--- src/rtl/contador_pkg.sv ---
// Shared constants for the BCD counter/display: nibble width and 7-segment codes.
package contador_pkg;

    localparam int unsigned BCD_W = 4;

    // Segment bit order is {dp,g,f,e,d,c,b,a}, active high
    localparam logic [7:0] SEG_0     = 8'h3F;
    localparam logic [7:0] SEG_1     = 8'h06;
    localparam logic [7:0] SEG_2     = 8'h5B;
    localparam logic [7:0] SEG_3     = 8'h4F;
    localparam logic [7:0] SEG_4     = 8'h66;
    localparam logic [7:0] SEG_5     = 8'h6D;
    localparam logic [7:0] SEG_6     = 8'h7D;
    localparam logic [7:0] SEG_7     = 8'h07;
    localparam logic [7:0] SEG_8     = 8'h7F;
    localparam logic [7:0] SEG_9     = 8'h6F;
    localparam logic [7:0] SEG_BLANK = 8'h00;

endpackage

--- src/rtl/seg7_decoder.sv ---
// Combinational BCD-to-7-segment decoder with a blank override.
module seg7_decoder
    import contador_pkg::*;
(
    input  logic [BCD_W-1:0] bcd_i,
    input  logic             blank_i,
    output logic [7:0]       seg_o
);

    always_comb begin
        seg_o = SEG_BLANK;
        if (!blank_i) begin
            unique case (bcd_i)
                4'd0:    seg_o = SEG_0;
                4'd1:    seg_o = SEG_1;
                4'd2:    seg_o = SEG_2;
                4'd3:    seg_o = SEG_3;
                4'd4:    seg_o = SEG_4;
                4'd5:    seg_o = SEG_5;
                4'd6:    seg_o = SEG_6;
                4'd7:    seg_o = SEG_7;
                4'd8:    seg_o = SEG_8;
                4'd9:    seg_o = SEG_9;
                default: seg_o = SEG_BLANK;
            endcase
        end
    end

endmodule

--- src/rtl/contador_bcd_display.sv ---
// Up/down BCD counter with prescaled step, load, and multiplexed 7-segment scan.
// Define CONTADOR_BLANK_EN to blank leading-zero digits on the display.
module contador_bcd_display
    import contador_pkg::*;
#(
    parameter int unsigned NUM_DIGITS = 4,
    parameter int unsigned TICK_DIV   = 50_000_000,
    parameter int unsigned SCAN_DIV   = 50_000
) (
    input  logic                        clk,
    input  logic                        rst,
    input  logic                        en,
    input  logic                        up_dn,
    input  logic                        load,
    input  logic [BCD_W*NUM_DIGITS-1:0] load_val,
    output logic [7:0]                  segmentos,
    output logic [NUM_DIGITS-1:0]       sel_seg,
    output logic [BCD_W*NUM_DIGITS-1:0] count_bcd,
    output logic                        wrap
);

    localparam int unsigned CW = BCD_W * NUM_DIGITS;
    localparam int unsigned TW = $clog2(TICK_DIV);
    localparam int unsigned SW = $clog2(SCAN_DIV);
    localparam int unsigned IW = (NUM_DIGITS > 1) ? $clog2(NUM_DIGITS) : 1;
    localparam logic [TW-1:0] TICK_MAX = TW'(TICK_DIV - 1);
    localparam logic [SW-1:0] SCAN_MAX = SW'(SCAN_DIV - 1);
    localparam logic [IW-1:0] IDX_MAX  = IW'(NUM_DIGITS - 1);

    logic [CW-1:0]         cnt_q, cnt_d, stepped, load_clean;
    logic [TW-1:0]         pre_q, pre_d;
    logic [SW-1:0]         scan_div_q, scan_div_d;
    logic [IW-1:0]         idx_q, idx_d;
    logic                  wrap_q, wrap_d;
    logic [NUM_DIGITS-1:0] sel_q, sel_d;
    logic [7:0]            seg_q, seg_d;
    logic [NUM_DIGITS-1:0] is_term, carry_in;
    logic [BCD_W-1:0]      digits [NUM_DIGITS];
    logic                  tick, scan_tick, blank;

    // is_term: digit at 9 (up) or 0 (down); a digit steps when all lower digits are terminal
    for (genvar i = 0; i < NUM_DIGITS; i++) begin : g_digit
        logic [BCD_W-1:0] cur, ld;
        assign cur        = cnt_q[i*BCD_W +: BCD_W];
        assign ld         = load_val[i*BCD_W +: BCD_W];
        assign digits[i]  = cur;
        assign is_term[i] = up_dn ? (cur == 4'd9) : (cur == 4'd0);
        assign load_clean[i*BCD_W +: BCD_W] = (ld > 4'd9) ? 4'd0 : ld;

        if (i == 0) begin : g_lsd
            assign carry_in[i] = 1'b1;
        end else begin : g_upper
            assign carry_in[i] = &is_term[i-1:0];
        end

        always_comb begin
            stepped[i*BCD_W +: BCD_W] = cur;
            if (carry_in[i]) begin
                if (up_dn) begin
                    stepped[i*BCD_W +: BCD_W] = (cur == 4'd9) ? 4'd0 : cur + 4'd1;
                end else begin
                    stepped[i*BCD_W +: BCD_W] = (cur == 4'd0) ? 4'd9 : cur - 4'd1;
                end
            end
        end
    end

    assign tick = en && (pre_q == TICK_MAX);

    always_comb begin
        cnt_d  = cnt_q;
        pre_d  = pre_q;
        wrap_d = 1'b0;
        if (load) begin
            cnt_d = load_clean;
            pre_d = '0;
        end else if (tick) begin
            cnt_d  = stepped;
            pre_d  = '0;
            wrap_d = &is_term;
        end else if (en) begin
            pre_d = pre_q + 1'b1;
        end
    end

    assign scan_tick  = (scan_div_q == SCAN_MAX);
    assign scan_div_d = scan_tick ? '0 : scan_div_q + 1'b1;
    assign idx_d      = !scan_tick ? idx_q : ((idx_q == IDX_MAX) ? '0 : idx_q + 1'b1);

`ifdef CONTADOR_BLANK_EN
    logic [NUM_DIGITS-1:0] lead_zero;
    for (genvar i = 0; i < NUM_DIGITS; i++) begin : g_lz
        assign lead_zero[i] = ~|cnt_q[CW-1:i*BCD_W];
    end
    assign blank = (idx_q != '0) && lead_zero[idx_q];
`else
    assign blank = 1'b0;
`endif

    seg7_decoder u_seg7_decoder (
        .bcd_i   (digits[idx_q]),
        .blank_i (blank),
        .seg_o   (seg_d)
    );

    assign sel_d = NUM_DIGITS'(1) << idx_q;

    always_ff @(posedge clk) begin
        if (rst) begin
            cnt_q      <= '0;
            pre_q      <= '0;
            scan_div_q <= '0;
            idx_q      <= '0;
            wrap_q     <= 1'b0;
            sel_q      <= NUM_DIGITS'(1);
            seg_q      <= SEG_0;
        end else begin
            cnt_q      <= cnt_d;
            pre_q      <= pre_d;
            scan_div_q <= scan_div_d;
            idx_q      <= idx_d;
            wrap_q     <= wrap_d;
            sel_q      <= sel_d;
            seg_q      <= seg_d;
        end
    end

    assign count_bcd = cnt_q;
    assign wrap      = wrap_q;
    assign sel_seg   = sel_q;
    assign segmentos = seg_q;

endmodule

--- config.mk ---
export PLATFORM = sky130hd
export DESIGN_NAME = contador_bcd_display
export DESIGN_NICKNAME = d
export VERILOG_FILES = /design/src/rtl/contador_pkg.sv /design/src/rtl/seg7_decoder.sv /design/src/rtl/contador_bcd_display.sv
export SDC_FILE = /design/constraint.sdc
export NUM_CORES = 1
export LEC_CHECK = 0
export BUFFER_PORTS_ARGS = -buffer_cell sky130_fd_sc_hd__clkbuf_2
export CAP_MARGIN = 20
export CORE_UTILIZATION = 58
export CTS_BUF_LIST = sky130_fd_sc_hd__clkbuf_16
export DETAILED_ROUTE_END_ITERATION = 10
export GPL_TIMING_DRIVEN = 0
export PLACE_DENSITY_LB_ADDON = 0.25
export SYNTH_ARGS = -nofsm -noshare
export SYNTH_HDL_FRONTEND = slang
export SYNTH_SLANG_ARGS = --single-unit
--- constraint.sdc ---
create_clock -name clk -period 2.15 [get_ports clk]
set_input_delay 0.43 -clock clk [delete_from_list [all_inputs] [get_ports clk]]
set_output_delay 0.43 -clock clk [all_outputs]
set_load 0.03 [all_outputs]
==> summary.md <==
| Metric | Value |
|---|---|
| Num rows | `30` |
| Global-route wire length before repair | `~16000 µm` |
| Fillers | `523` |
| Fin. Hold Viols | `0` |
| Met3 Usage GRT | `0.0510` |
| Skew-Pair Late Insertion Delay | `~330 ps` |
| Yosys Warn Count | `0` |
| Total grt overflow | `0` |
| Die width | `85.8 µm` |
| Arr. time, crit path | `2310 ps` |
| Cell Area, Synth | `about 4100 µm²` |
| Asr flop ratio synth | `0` |
| Initial antenna violation count | `0` |
| FF-to-FF setup slack | `70 ps` |
| Placed cell areas | `4430 µm²` |
| EDFF count, synth | `0` |
| CTS max path bufs | `2` |
| Maximum vdd drop | `between 400 and 500 µV` |
| Area share of the leading cell type in the synthesized netlist | `0.354` |
| Routability cong. | `0.956` |
| Slew margin rel. | `0.519` |
| Final Cell Area | `4840 µm²` |
| 1st-pass router iterations | `5` |
| Layout cells sized above 1 | `0.184` |
| Antenna Violating Nets Remaining | `0` |
| Core Box Area | `6790 µm²` |
| Die span in y | `85.8 µm` |
| Crit end category | `flip-flop` |
| Endpoints failing setup | `0` |
| GRT Overall Usage | `0.283` |
| Syn_area_per_cell | `8.29 µm²` |
| Avg WL per Cell | `about 15 µm` |
| Syn Nets | `523` |
| Met2 Usage GRT | `0.465` |
| WS Path Type | `reg -> reg` |
| Drt via density | `5.85` |
| Gate Count Post-Synth | `a little under 500` |
| FF+latch area | `between 1000 and 1500 µm²` |
| Maximum fanout along the worst path | `9` |
| Ys flop type | `dfxtp_1` |
| Clock slew at reported path FFs | `roughly 60 ps` |
| Synthesis-to-finish area growth | `18.7%` |
| Number of max-cap violations | `0` |
| Max-slew violation count | `0` |
| Util after Layout | `0.712` |
| DP Wirelength | `between 6000 and 7000 µm` |
| CTS tree | `done` |
| RSZ-0062 raised after global routing | `true` |
| Multi-input logic area | `2460 µm²` |
| Diodes inserted | `0` |
| Htree depth | `3` |
| Setup Skew | `~6 ps` |
| Initial Utilization | `0.600` |
| Hold_ws | `between 300 and 400 ps` |
| Die area | `about 7400 µm²` |
| Crit path launch type | `flip-flop` |
| # DRC | `0` |
| Synth Register Bits | `72` |
| Worst-margin pin slew | `717 ps` |
| Vias | `3839` |
| Fin nets | `586` |
| Pwr per Cell Area | `approximately 700 nW/µm²` |
| Wirelength, routed | `between 9000 and 10000 µm` |
| Root Driver | `clkbuf_16` |
| Status | `finished, final reports clean` |
| GRT busiest layer | `met2` |
| Area contributors post-synth | `dfxtp_1 35%, nor2_1 6.6%, xor2_1 6.0%, xnor2_1 4.3%, nand3_1 3.2%` |
| # IOs | `50` |
| PortBufs | `47` |
| Register area share after synthesis | `0.354` |
| Cell accounting for the most synthesized area | `dfxtp_1` |
| # hold bufs at CTS | `0` |
| Fin crit share | `0.965` |
| Crit path time final | `2080 ps` |
| Vias in the first global route | `3526` |
| Top post-synthesis cells by count | `72 x dfxtp_1, 72 x nor2_1, 28 x xor2_1, 26 x nand3_1, 25 x nand2_1` |
| WP data required | `2390 ps` |
| Unique cell type count in the Yosys netlist | `60` |
| Fmax | `482 MHz` |
| CTS Sinks | `72` |
| HP Class | `in -> reg` |
| Num CTS Buffers | `9` |
| Pin count of the biggest net entering global routing | `14` |
| GRT met1 Usage | `0.365` |
| Leakage | `1.87 nW` |
| DRT iter0 DRCs | `approximately 330` |
## power breakdown
part / total, mW / internal [mW] / switching (mW)
Sequential: 1.40 / 1.37 / 0.0291
Clock: 1.60 / 1.01 / 0.585
Combinational: 0.390 / 0.132 / 0.258
## sequential cells by signal, indices dropped and copies added, names as in the netlist
signal      cells
count_bcd      16
idx_q           2
pre_q          26
scan_div_q     16
segmentos       7
sel_seg         4
wrap            1
## repair_timing
action	in CTS	in global routing
buffers inserted	1	4
cloned	0	0
setup endpoints to repair	31	37
resized for setup	5	14
pin swaps	2	6
## through the flow
step	setup TNS [ps]	instances	setup slack, ps	power (mW)
6_report	0	656	74.7	3.39
5_1_grt	-21.7	656	-18.4	3.50
4_1_cts	0	652	0.0910	3.39
3_5_place_dp	-2520	635	-168	1.79
3_3_place_gp	-1470	635	-130	1.78
2_1_floorplan	0	492	123	1.68
## path summary, 6_finish.rpt
check,from,end,cells past startpoint
setup / recovery,count_bcd[4],count_bcd[11],7
hold / removal,load_val[5],count_bcd[5],2
setup reg to reg,count_bcd[4],count_bcd[11],7
hold reg to reg,scan_div_q[0],scan_div_q[0],1
## cell families after synthesis
logic type | share of synthesized area
xor gates and xnor gates | 0.103
and+or+nand+nor | 0.301
AOI/OAI and AO/OA | 0.124
buffers and inverters | 0.0503
muxes | 0.0365
adders and majority gates | 0.0307
DFF | 0.354
other | 0.000920
## routing by layer
layer,part of all wire,vias up
met4,0.020,0
met3,0.059,26
met1,0.45,1804
met2,0.47,132
met5,0,-
li1,-,1877
## cell type report
cell class,instances,area share
multi-input cells,372,0.509
flip-flops and latches,72,0.298
repair buffers,52,0.0564
clock buffers,9,0.0465
plain buffers,32,0.0326
well taps,96,0.0248
clock inverters,7,0.0199
inverters,16,0.0124
## worst max-delay path: stages (launching register included)
cell and delay [ps]:
dfxtp_1 340, clkbuf_1 340, nor3_1 110, o21ai_0 480, nor4_4 50, buf_4 170, mux2i_1 120, a2111oi_2 350
## layout by cell type (no fill, tap or decap), types with 4 or more instances in the layout
cell       instances
a21oi_1           20
buf_4              7
a211oi_1           5
and3_1            14
ha_1              10
o21ai_0           17
clkbuf_2          50
nor4b_1            4
nor3_1            21
nor2_1            72
a31oi_1            8
xnor2_1           20
or3_1              5
mux2i_1            7
nand4_1           11
or2_2              4
clkbuf_1          20
dfxtp_1           70
xor2_1            28
inv_1             16
and4_1             6
nand3b_1           5
nand3_1           26
nand2b_1           6
and2_1             4
nand2_1           24
or4_1              4
clkbuf_16          9
Power figures use the tool's default switching activity.
